<file path="src/rtl/instr_fetch_if.sv">
// Fetch-unit bus bundle: the memory read port toward the cache and the instruction port toward the IR stage.
// Handshakes: a read is issued while mem_read=1 and completes on the one-cycle mem_resp pulse;
// the instruction transfers on any rising edge where instr_valid=1 and instr_ready=1.
interface instr_fetch_if;
    logic [15:0] mem_address;
    logic        mem_read;
    logic [15:0] mem_rdata;
    logic        mem_resp;
    logic        redirect;
    logic [15:0] redirect_pc;
    logic [15:0] instr;
    logic [15:0] instr_pc;
    logic        instr_valid;
    logic        instr_ready;

    modport master (
        output mem_address, mem_read, instr, instr_pc, instr_valid,
        input  mem_rdata, mem_resp, redirect, redirect_pc, instr_ready
    );

    modport slave (
        input  mem_address, mem_read, instr, instr_pc, instr_valid,
        output mem_rdata, mem_resp, redirect, redirect_pc, instr_ready
    );
endinterface

</file>
<file path="src/rtl/instr_fetch.sv">
// Single-entry instruction fetch unit: one outstanding read, one buffered instruction,
// with redirects that squash in-flight reads by draining them.
module instr_fetch #(
    parameter logic [15:0] RESET_PC = 16'h0000
) (
    input  logic              clk,
    input  logic              reset,
    instr_fetch_if.master     bus,
    output logic [1:0]        state_dbg
);
    localparam logic [1:0] FETCH = 2'd0;
    localparam logic [1:0] HOLD  = 2'd1;
    localparam logic [1:0] DRAIN = 2'd2;

    logic [1:0]  state;
    logic [15:0] pc;
    logic [15:0] req_addr;
    logic [15:0] buf_instr;
    logic [15:0] buf_pc;
    logic [15:0] redir_tgt;

    // Instruction addresses are halfword aligned.
    assign redir_tgt = {bus.redirect_pc[15:1], 1'b0};

    always_ff @(posedge clk or posedge reset) begin
        if (reset) begin
            state     <= FETCH;
            pc        <= RESET_PC;
            req_addr  <= RESET_PC;
            buf_instr <= 16'h0000;
            buf_pc    <= 16'h0000;
        end else begin
            case (state)
                FETCH: begin
                    if (bus.redirect) begin
                        pc <= redir_tgt;
                        if (bus.mem_resp) begin
                            req_addr <= redir_tgt;
                            state    <= FETCH;
                        end else begin
                            // Read already issued at req_addr must finish before retargeting.
                            state <= DRAIN;
                        end
                    end else if (bus.mem_resp) begin
                        buf_instr <= bus.mem_rdata;
                        buf_pc    <= req_addr;
                        pc        <= req_addr + 16'd2;
                        state     <= HOLD;
                    end
                end
                HOLD: begin
                    if (bus.redirect) begin
                        req_addr <= redir_tgt;
                        pc       <= redir_tgt;
                        state    <= FETCH;
                    end else if (bus.instr_ready) begin
                        req_addr <= pc;
                        state    <= FETCH;
                    end
                end
                DRAIN: begin
                    if (bus.mem_resp) begin
                        req_addr <= bus.redirect ? redir_tgt : pc;
                        pc       <= bus.redirect ? redir_tgt : pc;
                        state    <= FETCH;
                    end else if (bus.redirect) begin
                        pc <= redir_tgt;
                    end
                end
                default: state <= FETCH;
            endcase
        end
    end

    // Reset leaves state at FETCH, so mem_read is gated to stay low while reset is held.
    assign bus.mem_read    = !reset && (state != HOLD);
    assign bus.mem_address = req_addr;
    assign bus.instr_valid = (state == HOLD);
    assign bus.instr       = buf_instr;
    assign bus.instr_pc    = buf_pc;
    assign state_dbg       = state;
endmodule

</file>
<file path="src/flat_wrapper.sv">
// flat-port wrapper written by rule: the top's interface ports become plain ports
module instr_fetch_flat 
#(
    parameter logic [15:0] RESET_PC = 16'h0000
)
  (clk, reset, state_dbg, bus_mem_address, bus_mem_read, bus_instr, bus_instr_pc, bus_instr_valid, bus_mem_rdata, bus_mem_resp, bus_redirect, bus_redirect_pc, bus_instr_ready);
  instr_fetch_if bus_i ();
  input  logic clk;
  input  logic reset;
  output logic [1:0] state_dbg;
  output wire logic [$bits(bus_i.mem_address)-1:0] bus_mem_address;
  output wire logic [$bits(bus_i.mem_read)-1:0] bus_mem_read;
  output wire logic [$bits(bus_i.instr)-1:0] bus_instr;
  output wire logic [$bits(bus_i.instr_pc)-1:0] bus_instr_pc;
  output wire logic [$bits(bus_i.instr_valid)-1:0] bus_instr_valid;
  input wire logic [$bits(bus_i.mem_rdata)-1:0] bus_mem_rdata;
  input wire logic [$bits(bus_i.mem_resp)-1:0] bus_mem_resp;
  input wire logic [$bits(bus_i.redirect)-1:0] bus_redirect;
  input wire logic [$bits(bus_i.redirect_pc)-1:0] bus_redirect_pc;
  input wire logic [$bits(bus_i.instr_ready)-1:0] bus_instr_ready;
  assign bus_mem_address = bus_i.mem_address;
  assign bus_mem_read = bus_i.mem_read;
  assign bus_instr = bus_i.instr;
  assign bus_instr_pc = bus_i.instr_pc;
  assign bus_instr_valid = bus_i.instr_valid;
  assign bus_i.mem_rdata = bus_mem_rdata;
  assign bus_i.mem_resp = bus_mem_resp;
  assign bus_i.redirect = bus_redirect;
  assign bus_i.redirect_pc = bus_redirect_pc;
  assign bus_i.instr_ready = bus_instr_ready;
  instr_fetch #(.RESET_PC(RESET_PC)) u_core (.clk(clk), .reset(reset), .bus(bus_i), .state_dbg(state_dbg));
endmodule
</file>
<file path="config.mk">
export PLATFORM = sky130hd
export DESIGN_NAME = instr_fetch_flat
export DESIGN_NICKNAME = d
export VERILOG_FILES = /design/src/rtl/instr_fetch_if.sv /design/src/rtl/instr_fetch.sv /design/src/flat_wrapper.sv
export SDC_FILE = /design/constraint.sdc
export NUM_CORES = 1
export LEC_CHECK = 0
export BUFFER_PORTS_ARGS = -buffer_cell sky130_fd_sc_hd__buf_2
export CAP_MARGIN = 20
export CORE_UTILIZATION = 30
export CTS_BUF_LIST = sky130_fd_sc_hd__clkbuf_8
export CTS_CLUSTER_SIZE = 30
export DETAILED_ROUTE_END_ITERATION = 10
export PLACE_DENSITY = 0.6
export SLEW_MARGIN = 15
export SYNTH_ARGS = -nofsm -noshare
export SYNTH_HDL_FRONTEND = slang
export SYNTH_SLANG_ARGS = --single-unit
</file>
<file path="constraint.sdc">
create_clock -name clk -period 1.9 [get_ports clk]
set_input_delay 0.38 -clock clk [delete_from_list [all_inputs] [get_ports clk]]
set_output_delay 0.38 -clock clk [all_outputs]
set_load 0.05 [all_outputs]
</file>
# Word-level counts from Yosys, hierarchy flattened
# Index checks and enable logic that the tools add are counted.
# Widths: inputs -> output; s select.
# totals
register_bits,66
input_bits,37
output_inout_bits,52
word_cells,42
# op_classes
add_sub_neg,1
eq_ne,8
muxes,17
bitwise_logic,1
reduce_logical,10
# ops
cell,count
$mux 16,8
$pmux 16 s3,1
$pmux 16 s2,1
$add 16x2->16 const B,1
$mux 2,6
$ne 2x2->1 const B,3
$pmux 2 s3,1
$reduce_and 3->1,2
$reduce_and 5->1,1
$ne 3x1->1 const B,1
$ne 3x3->1 const B,1
$reduce_bool 3->1,1
$eq 2x1->1 const B,1
$eq 2x2->1 const B,1
$logic_not 2->1,1
$ne 2x1->1 const B,1
$reduce_and 2->1,1
$reduce_bool 2->1,1
$reduce_or 2->1,1
$logic_and 1x1->1,1
$logic_not 1->1,1
$not 1->1,1

# Logic depth before layout (Yosys ltp)
# Gate-level depths: netlist of the first run.
# depth
word_depth,4
mapped_depth,8
depth_no_buf,6

# Worst setup path after synthesis of the first run
# OpenSTA, ideal clock, no wires.
# synth_path
kind,flip-flop to flip-flop
startpoint,"reg u_core.state[1], in the netlist u_core.state_dbg[1]"
endpoint,"reg u_core.req_addr[6], in the netlist u_core.bus.mem_address[6]"
setup_ps,125
arrival_time_ps,2382
required_ps,1775
setup_slack_ps,-606
path_stages_with_launch,8
path_buffers,1
period_less_slack_ps,2506
path_cell_list,dfrtp_1 -> inv_1 -> ha_1 -> nor2b_1 -> nor2_1 -> o221ai_4 -> buf_6 -> mux2_2
# synth_via
elab_chain_len,3
elab_cells_between_ends,10
cone_classes,eq/ne (6); mux (1); reduce/logical (3)
# synth_lines
element,line_no,source
"start, declared",instr_fetch.sv:15,logic [1:0] state;
"start signal, assigned",instr_fetch.sv:27,state <= FETCH;
"start signal, assigned",instr_fetch.sv:39,state <= FETCH;
"start signal, assigned",instr_fetch.sv:42,state <= DRAIN;
$eq 2x1->1 (*),-,
via bus_instr_valid,flat_wrapper.sv:15,output wire logic [$bits(bus_i.instr_valid)-1:0] bus_instr_valid;
$ne 3x1->1 (no line) or $reduce_bool 3->1 (tied branches),-,
$reduce_and 5->1 (no line),-,
"end signal, assigned",instr_fetch.sv:38,req_addr <= redir_tgt;
"end signal, assigned",instr_fetch.sv:53,req_addr <= redir_tgt;
"end signal, assigned",instr_fetch.sv:57,req_addr <= pc;
"end, declared",instr_fetch.sv:17,logic [15:0] req_addr;
# The timed path passes the listed nets; every way through them passes the cells marked *.
# A chain may end at the register's enable or synchronous reset.

# Final worst setup path of the first run
# layout_path
startpoint,"reg u_core.state[0], in the netlist u_core.state_dbg[0]"
endpoint,"reg u_core.req_addr[10], in the netlist u_core.bus.mem_address[10]"
# layout_via
elab_chain_len,3
elab_cells_between_ends,10
cone_classes,eq/ne (6); mux (1); reduce/logical (3)
# layout_lines
element,line_no,source
"$eq 2x1->1, or another cell as far along",instr_fetch.sv:33,case (state)
"$ne 3x1->1 (no line), or another cell as far along",-,
$reduce_and 5->1 (no line),-,
# Several ways; a longest one is shown, not always the timed one.

==> reports/metrics.json, run 1 <==
{
  "status": {"value": "finished, final reports clean"},
  "post-route-min-period": {"value": 1830, "unit": "ps"},
  "groute.usage.overall": {"value": 14.9, "unit": "%"},
  "placeableCoreArea": {"value": 10400, "unit": "um^2"},
  "synth_edf_count": {"value": 0},
  "met3RoutedLength": {"value": 376, "unit": "um"},
  "wl_met1": {"value": 3.75, "unit": "mm"},
  "rr_startpoint": {"value": "u_core.state_dbg[0]"},
  "drt-wirelength-per-cell": {"value": 14.6, "unit": "um"},
  "timing.critical_path.from_type": {"value": "flip-flop"},
  "grt_setup_unrepaired": {"value": "yes"},
  "postRouteWirelength": {"value": 7.95, "unit": "mm"},
  "top_layer": {"value": "met4"},
  "max_clock_freq": {"value": 0.546, "unit": "GHz"},
  "first_iter_violations": {"value": 99},
  "clock-skew-final": {"value": 9.39, "unit": "ps"},
  "dp_hpwl": {"value": 5.61, "unit": "mm"},
  "cts.reportedPaths.clkPinSlew": {"value": 80, "unit": "ps"},
  "insertion_delay": {"value": 340, "unit": "ps"},
  "drt_drc_violations_left": {"value": 0},
  "hp-class": {"value": "primary input to async pin"},
  "slew-limit-headroom": {"value": 70.4, "unit": "%"},
  "dr_wl_met2": {"value": 3.76, "unit": "mm"},
  "final-hold-violation-count": {"value": 0},
  "numCtsBuffers": {"value": 9},
  "synth_async_sr_flop_share": {"value": 100, "unit": "%"},
  "cts.sink_count": {"value": 66},
  "ir_drop": {"value": 0.954, "unit": "mV"},
  "ctsHtreeMaxLevel": {"value": 3},
  "synth_seq_cells": {"value": 66},
  "final_antenna_net_count": {"value": 0},
  "initial_core_util": {"value": 31.2, "unit": "%"},
  "postSynthAreaPerCell": {"value": 10.9, "unit": "um^2"},
  "endpoint_kind": {"value": "flip-flop"},
  "grt_antenna_before_repair": {"value": 0},
  "grt_max_degree": {"value": 67},
  "cp.arrival": {"value": 2050, "unit": "ps"},
  "fin_nets": {"value": 445},
  "cp_max_fo": {"value": 15},
  "drt_pass1_iterations": {"value": 4},
  "clock_tree.root_cell": {"value": "sky130_fd_sc_hd__clkbuf_8"},
  "rows": {"value": 37},
  "max_cap_viol_count": {"value": 0},
  "worst_path_max_delay_cell": {"value": "sky130_fd_sc_hd__dfrtp_2"},
  "holdWs": {"value": 106, "unit": "ps"},
  "share_of_final_layout_standard_cells_stronger_than_drive_strength_1": {"value": 43.6, "unit": "%"},
  "critPathMostFrequentCell": {"value": "sky130_fd_sc_hd__mux2_1"},
  "antenna-diode-count": {"value": 0},
  "synth_cell_types": {"value": 40},
  "synthesized_cell_area": {"value": 3230, "unit": "um^2"},
  "syn_nets": {"value": 340},
  "clk_buf_depth": {"value": 2},
  "final_util": {"value": 40.4, "unit": "%"},
  "max_slew.worst_pin.slew": {"value": 433, "unit": "ps"},
  "synth-warning-count": {"value": 0},
  "post-route-period-util": {"value": 96.4, "unit": "%"},
  "setup_viol_count_final": {"value": 0},
  "num_io_pins": {"value": 89},
  "floorplan.die_area": {"value": 11200, "unit": "um^2"},
  "ys.flop_type": {"value": "sky130_fd_sc_hd__dfrtp_1"},
  "first_pass_grt_wire_length": {"value": 12.9, "unit": "mm"},
  "port_buffers": {"value": 87},
  "setup.worst_path.class": {"value": "flip-flop to flip-flop"},
  "number_of_global_route_vias_before_repair": {"value": 2515},
  "die_h": {"value": 106, "unit": "um"},
  "critPathMaxStageDelay": {"value": 440, "unit": "ps"},
  "globalRoute.totalOverflow": {"value": 0},
  "detailroute.via_count": {"value": 2557},
  "yosysSeqAreaShare": {"value": 51.1, "unit": "%"},
  "hold_buffers_post_cts": {"value": 0},
  "tritoncts": {"value": "done"},
  "power-per-cell-area": {"value": 1880, "unit": "nW/um^2"},
  "routability_congestion": {"value": 0.750},
  "syn_inst": {"value": 298},
  "vias_per_instance": {"value": 4.70},
  "worst-endpoint-required": {"value": 2120, "unit": "ps"},
  "die_w": {"value": 106, "unit": "um"},
  "final_max_slew_viol_count": {"value": 0},
  "crit_start": {"value": "u_core.state_dbg[0]"},
  "timing.critical_path.cells": {"value": "inv_2, ha_2, nand2_4, mux2_1, mux2_1"},
  "power.leakage": {"value": 1.99, "unit": "nW"},
  "area_growth_syn_to_layout": {"value": 29.5, "unit": "%"}
}
path summary, 6_finish.rpt:
check | endpoint | slack [ps] | cells past startpoint
worst max-delay path | u_core.bus.mem_address[10] | 70 | 5
worst min-delay path | u_core.state_dbg[1] | 110 | 3
worst max register to register | u_core.bus.mem_address[10] | 70 | 5
worst min register to register | u_core.bus.instr[11] | 470 | 2
max in group asynchronous | u_core.state_dbg[0] | 1440 | 3
min in group clk | u_core.bus.instr[2] | 220 | 3
layout by cell type, fill, tap and decap left out, types with 2 or more instances in the layout:
cell type	netlist	layout
sky130_fd_sc_hd__buf_4	2	13
sky130_fd_sc_hd__ha_1	5	3
sky130_fd_sc_hd__o21ai_0	4	4
sky130_fd_sc_hd__clkbuf_8	0	11
sky130_fd_sc_hd__mux2_2	31	31
sky130_fd_sc_hd__inv_2	2	4
sky130_fd_sc_hd__nor4_2	3	3
sky130_fd_sc_hd__nand2_1	64	64
sky130_fd_sc_hd__dfrtp_2	0	2
sky130_fd_sc_hd__nor3_1	4	4
sky130_fd_sc_hd__mux2i_1	6	6
sky130_fd_sc_hd__dfrtp_1	66	64
sky130_fd_sc_hd__inv_1	7	4
sky130_fd_sc_hd__o21ai_1	2	2
sky130_fd_sc_hd__mux2_1	12	12
sky130_fd_sc_hd__nor2_1	21	20
sky130_fd_sc_hd__nand3_1	3	3
sky130_fd_sc_hd__nand4_2	2	2
sky130_fd_sc_hd__a21oi_2	2	2
sky130_fd_sc_hd__a21oi_1	15	15
sky130_fd_sc_hd__clkinvlp_4	0	3
sky130_fd_sc_hd__buf_12	0	5
sky130_fd_sc_hd__xnor2_1	11	11
sky130_fd_sc_hd__o22ai_1	7	7
sky130_fd_sc_hd__a31o_2	2	2
sky130_fd_sc_hd__buf_2	5	87
repair_timing:
action | CTS | global route
endpoints found under the setup margin | 0 | 8
setup buffers | 0 | 0
resized for setup | 0 | 2
power breakdown:
group	internal [W]	leakage, nW	switching [W]
clock network	0.000550	0.0919	0.000596
registers	0.00203	0.783	0.000473
logic	0.00135	1.11	0.00290
total	0.00393	1.99	0.00397
routing by layer:
layer  global-route usage [%]  up-vias
met5                        0        -
met4                     3.87        0
met3                     3.96       10
met2                     23.5       65
met1                     20.1     1244
li1                         -     1238
logic make-up (layout without fill, tap and decap cells):
kind of cell | count (synthesis) | after routing | synth area share (%)
compound gates | 38 | 38 | 7.78
buf+inv | 21 | 131 | 3.56
mux | 49 | 49 | 16.8
fa+ha+maj | 5 | 5 | 1.93
xor+xnor | 11 | 11 | 2.98
flops | 66 | 66 | 51.1
simple gates | 108 | 108 | 15.9
sequential cells by signal (all words and copies together) (netlist names):
name                    flops
u_core.bus.instr_pc        16
u_core.pc                  16
u_core.bus.mem_address     16
u_core.state_dbg            2
u_core.bus.instr           16
critical path, delay by kind of cell, from the launching register on:
kind                     cells  cell delay [ps]
multiplexers                 2              640
flip-flops                   1              440
adder cells (fa/ha/maj)      1              310
AND/OR/NAND/NOR              1              240
buffers and inverters        1               80
synth_stat cells, types with 2 or more instances:
cell                       count  area share [%]
sky130_fd_sc_hd__a21oi_1      15             2.3
sky130_fd_sc_hd__a21oi_2       2            0.54
sky130_fd_sc_hd__a31o_2        2            0.54
sky130_fd_sc_hd__buf_2         5            0.77
sky130_fd_sc_hd__buf_4         2            0.46
sky130_fd_sc_hd__buf_6         3             1.0
sky130_fd_sc_hd__clkbuf_1      2            0.23
sky130_fd_sc_hd__dfrtp_1      66              51
sky130_fd_sc_hd__ha_1          5             1.9
sky130_fd_sc_hd__inv_1         7            0.81
sky130_fd_sc_hd__inv_2         2            0.23
sky130_fd_sc_hd__mux2_1       12             4.2
sky130_fd_sc_hd__mux2_2       31              11
sky130_fd_sc_hd__mux2i_1       6             1.9
sky130_fd_sc_hd__nand2_1      64             7.4
sky130_fd_sc_hd__nand3_1       3            0.46
sky130_fd_sc_hd__nand4_2       2            0.77
sky130_fd_sc_hd__nor2_1       21             2.4
sky130_fd_sc_hd__nor2b_1       2            0.39
sky130_fd_sc_hd__nor3_1        4            0.62
sky130_fd_sc_hd__nor4_2        3             1.2
sky130_fd_sc_hd__o21ai_0       4            0.62
sky130_fd_sc_hd__o21ai_1       2            0.31
sky130_fd_sc_hd__o22ai_1       7             1.4
sky130_fd_sc_hd__xnor2_1      11             3.0
final cells by class:
type,count,area (um^2)
Clock inverter,5,37.5
Fill cell,1091,6180
Sequential cell,66,1650
Tap cell,136,170
Timing Repair Buffer,106,644
Inverter,9,37.5
Multi-Input combinational cell,211,1490
Clock buffer,11,151
metrics by stage:
stage	setup TNS, ps	power, W	cell area, um^2	worst slack (ps)	instances
final	0	0.00789	4190	68.3	544
after global routing	0	0.00837	4190	0.812	544
after CTS	0	0.00799	4180	39.6	544
after detailed placement	0	0.00681	3990	62.8	528
after global placement	0	0.00671	3990	113	528
after floorplan	-1250	0.00566	3270	-154	298
Power figures use the tool's default switching activity.
==> inputs of run 2 (changes only) <==
==> constraint.sdc (replaced) <==
create_clock -name clk -period 1.9 [get_ports clk]
set_input_delay 0.095 -clock clk [delete_from_list [all_inputs] [get_ports clk]]
set_output_delay 0.095 -clock clk [all_outputs]
set_load 0.05 [all_outputs]
==> reports/metrics.json, run 2 (synthesized netlist as in run 1, its figures left out) <==
{
  "routability_congestion": {"value": 0.773, "change": "+3.1%"},
  "design_area_final": {"value": 4380, "unit": "um^2", "change": "+4.7%"},
  "layout_commonest_cell": {"value": "sky130_fd_sc_hd__buf_2"},
  "holdWs": {"value": 58.7, "unit": "ps", "change": "-46.8 ps"},
  "tritoncts": {"value": "done"},
  "power.leakage": {"value": 2.08, "unit": "nW", "change": "+4.8%"},
  "vias_per_instance": {"value": 4.66, "change": "-0.82%"},
  "post-route-min-period": {"value": 1810, "unit": "ps", "change": "-25.2 ps"},
  "floorplan.die_area": {"value": 11200, "unit": "um^2", "change": "unchanged"},
  "clock-skew-final": {"value": 7.01, "unit": "ps", "change": "-2.38 ps"},
  "max_slew.worst_pin.slew": {"value": 619, "unit": "ps", "change": "+185 ps"},
  "detailroute.via_count": {"value": 2620, "change": "+2.5%"},
  "num_io_pins": {"value": 89, "change": "unchanged"},
  "cell_area_after_placement": {"value": 3960, "unit": "um^2", "change": "-0.91%"},
  "first_pass_grt_wire_length": {"value": 13.2, "unit": "mm", "change": "+2.7%"},
  "worst-endpoint-required": {"value": 2120, "unit": "ps", "change": "about the same"},
  "cp.arrival": {"value": 2030, "unit": "ps", "change": "-20 ps"},
  "hp-class": {"value": "primary input to flip-flop"},
  "slew-limit-headroom": {"value": 58.7, "unit": "%", "change": "-12 points"},
  "port_buffers": {"value": 87, "change": "unchanged"},
  "ctsHtreeMaxLevel": {"value": 3, "change": "unchanged"},
  "antenna-diode-count": {"value": 0, "change": "unchanged"},
  "min_path_cells": {"value": 2},
  "fin_nets": {"value": 463, "change": "+4.0%"},
  "clk_buf_depth": {"value": 2, "change": "unchanged"},
  "pre_cts_ws": {"value": 85.6, "unit": "ps", "change": "+22.8 ps"},
  "final_cell_mix": {"value": "87 x sky130_fd_sc_hd__buf_2, 64 x sky130_fd_sc_hd__nand2_1, 64 x sky130_fd_sc_hd__dfrtp_1"},
  "insertion_delay": {"value": 340, "unit": "ps", "change": "about the same"},
  "number_of_global_route_vias_before_repair": {"value": 2591, "change": "+3.0%"},
  "groute.usage.overall": {"value": 15.5, "unit": "%", "change": "+0.60 points"},
  "drt-wirelength-per-cell": {"value": 14.4, "unit": "um", "change": "-1.2%"},
  "cp_max_fo": {"value": 15, "change": "unchanged"},
  "die_w": {"value": 106, "unit": "um", "change": "unchanged"},
  "initial_core_util": {"value": 31.2, "unit": "%", "change": "unchanged"},
  "max_cap_viol_count": {"value": 0, "change": "unchanged"},
  "top_layer": {"value": "met4"},
  "met3RoutedLength": {"value": 344, "unit": "um", "change": "-8.5%"},
  "first_iter_violations": {"value": 107, "change": "+8.1%"},
  "power-per-cell-area": {"value": 1840, "unit": "nW/um^2", "change": "-2.4%"},
  "die_h": {"value": 106, "unit": "um", "change": "unchanged"},
  "total_power": {"value": 0.00806, "unit": "W", "change": "+2.2%"},
  "grt_max_degree": {"value": 28, "change": "-58%"},
  "numCtsBuffers": {"value": 9, "change": "unchanged"},
  "rows": {"value": 37, "change": "unchanged"},
  "ir_drop": {"value": 1.00, "unit": "mV", "change": "+5.1%"},
  "grt_setup_unrepaired": {"value": "no"},
  "drt_pass1_iterations": {"value": 4, "change": "unchanged"},
  "final_max_slew_viol_count": {"value": 0, "change": "unchanged"},
  "post-route-period-util": {"value": 95.1, "unit": "%", "change": "-1.3 points"},
  "area_growth_syn_to_layout": {"value": 35.5, "unit": "%"},
  "final_antenna_net_count": {"value": 0, "change": "unchanged"},
  "dp_hpwl": {"value": 5.65, "unit": "mm", "change": "+0.56%"},
  "clock_tree.root_cell": {"value": "sky130_fd_sc_hd__clkbuf_8"},
  "cts.reportedPaths.clkPinSlew": {"value": 70, "unit": "ps", "change": "about the same"},
  "timing.critical_path.from_type": {"value": "flip-flop"},
  "final.fill_count": {"value": 1052, "change": "-3.6%"},
  "grt_antenna_before_repair": {"value": 0, "change": "unchanged"},
  "placeableCoreArea": {"value": 10400, "unit": "um^2", "change": "unchanged"},
  "status": {"value": "finished, final reports clean"},
  "endpoint_kind": {"value": "flip-flop"},
  "setup_viol_count_final": {"value": 0, "change": "unchanged"},
  "cts.sink_count": {"value": 66, "change": "unchanged"},
  "max_clock_freq": {"value": 0.554, "unit": "GHz", "change": "+1.4%"},
  "share_of_final_layout_standard_cells_stronger_than_drive_strength_1": {"value": 42.0, "unit": "%", "change": "-1.6 points"},
  "final-hold-violation-count": {"value": 0, "change": "unchanged"},
  "post-route-worst-setup-slack": {"value": 93.5, "unit": "ps", "change": "+25.2 ps"},
  "setup.worst_path.class": {"value": "flip-flop to flip-flop"},
  "postRouteWirelength": {"value": 8.11, "unit": "mm", "change": "+2.1%"},
  "timing.reg2reg.worst_path_depth": {"value": 5, "change": "unchanged"},
  "dr_wl_met2": {"value": 3.90, "unit": "mm", "change": "+3.7%"},
  "drt_drc_violations_left": {"value": 0, "change": "unchanged"},
  "wl_met1": {"value": 3.81, "unit": "mm", "change": "+1.5%"},
  "globalRoute.totalOverflow": {"value": 0, "change": "unchanged"}
}
## run 2: what timing repair did
item | 4_1_cts | 5_1_grt
hold endpoints to repair | 41 | 0
gates resized for setup | 0 | 3
buffers inserted | 0 | 2
endpoints found under the setup margin | 0 | 24
hold buffers | 17 | 0
## run 2: area by class of cell
| class | instances | area [um^2] | area share [%] |
|---|---|---|---|
| clock buffers | 10 | 138 | 3.14 |
| clock inverters | 6 | 81.3 | 1.86 |
| inverters | 9 | 33.8 | 0.771 |
| multi-input cells | 211 | 1500 | 34.1 |
| flip-flops and latches | 66 | 1650 | 37.7 |
| well taps | 136 | 170 | 3.88 |
| repair buffers | 124 | 810 | 18.5 |
## run 2: final timing paths
path	from	endpoint	slack, ps
max	u_core.state_dbg[0]	u_core.bus.mem_address[15]	90
min	bus_mem_resp	u_core.state_dbg[0]	60
max in group asynchronous	reset	u_core.state_dbg[0]	810
max reg2reg	u_core.state_dbg[0]	u_core.bus.mem_address[15]	90
min reg2reg	u_core.bus.instr[5]	u_core.bus.instr[5]	470
min in group asynchronous	reset	u_core.bus.mem_address[1]	390
## run 2: routing by layer
metal | vias up | global-route usage [%]
met5 | - | 0
met3 | 5 | 3.65
li1 | 1275 | -
met4 | 0 | 5.46
met2 | 69 | 25.3
met1 | 1271 | 20.0
## run 2: worst max-delay path, stage by stage (launching register included)
cell,delay [ps]
sky130_fd_sc_hd__dfrtp_2,440
sky130_fd_sc_hd__inv_2,90
sky130_fd_sc_hd__ha_2,300
sky130_fd_sc_hd__nand2_4,230
sky130_fd_sc_hd__mux2_2,370
sky130_fd_sc_hd__mux2_2,250
## run 2: stage by stage
step                      util, %  setup TNS [ps]  std cells
after floorplan                 -           -1220        298
after global placement       38.2               0        527
after detailed placement     38.2               0        527
after CTS                    41.9               0        560
after global routing         42.3               0        562
final                        42.3               0        562
## run 2: report_power, final
| group | switching [W] | internal (W) | leakage, nW |
|---|---|---|---|
| Sequential | 0.000505 | 0.00203 | 0.783 |
| Clock | 0.000539 | 0.000765 | 0.113 |
| Combinational | 0.00287 | 0.00135 | 1.19 |
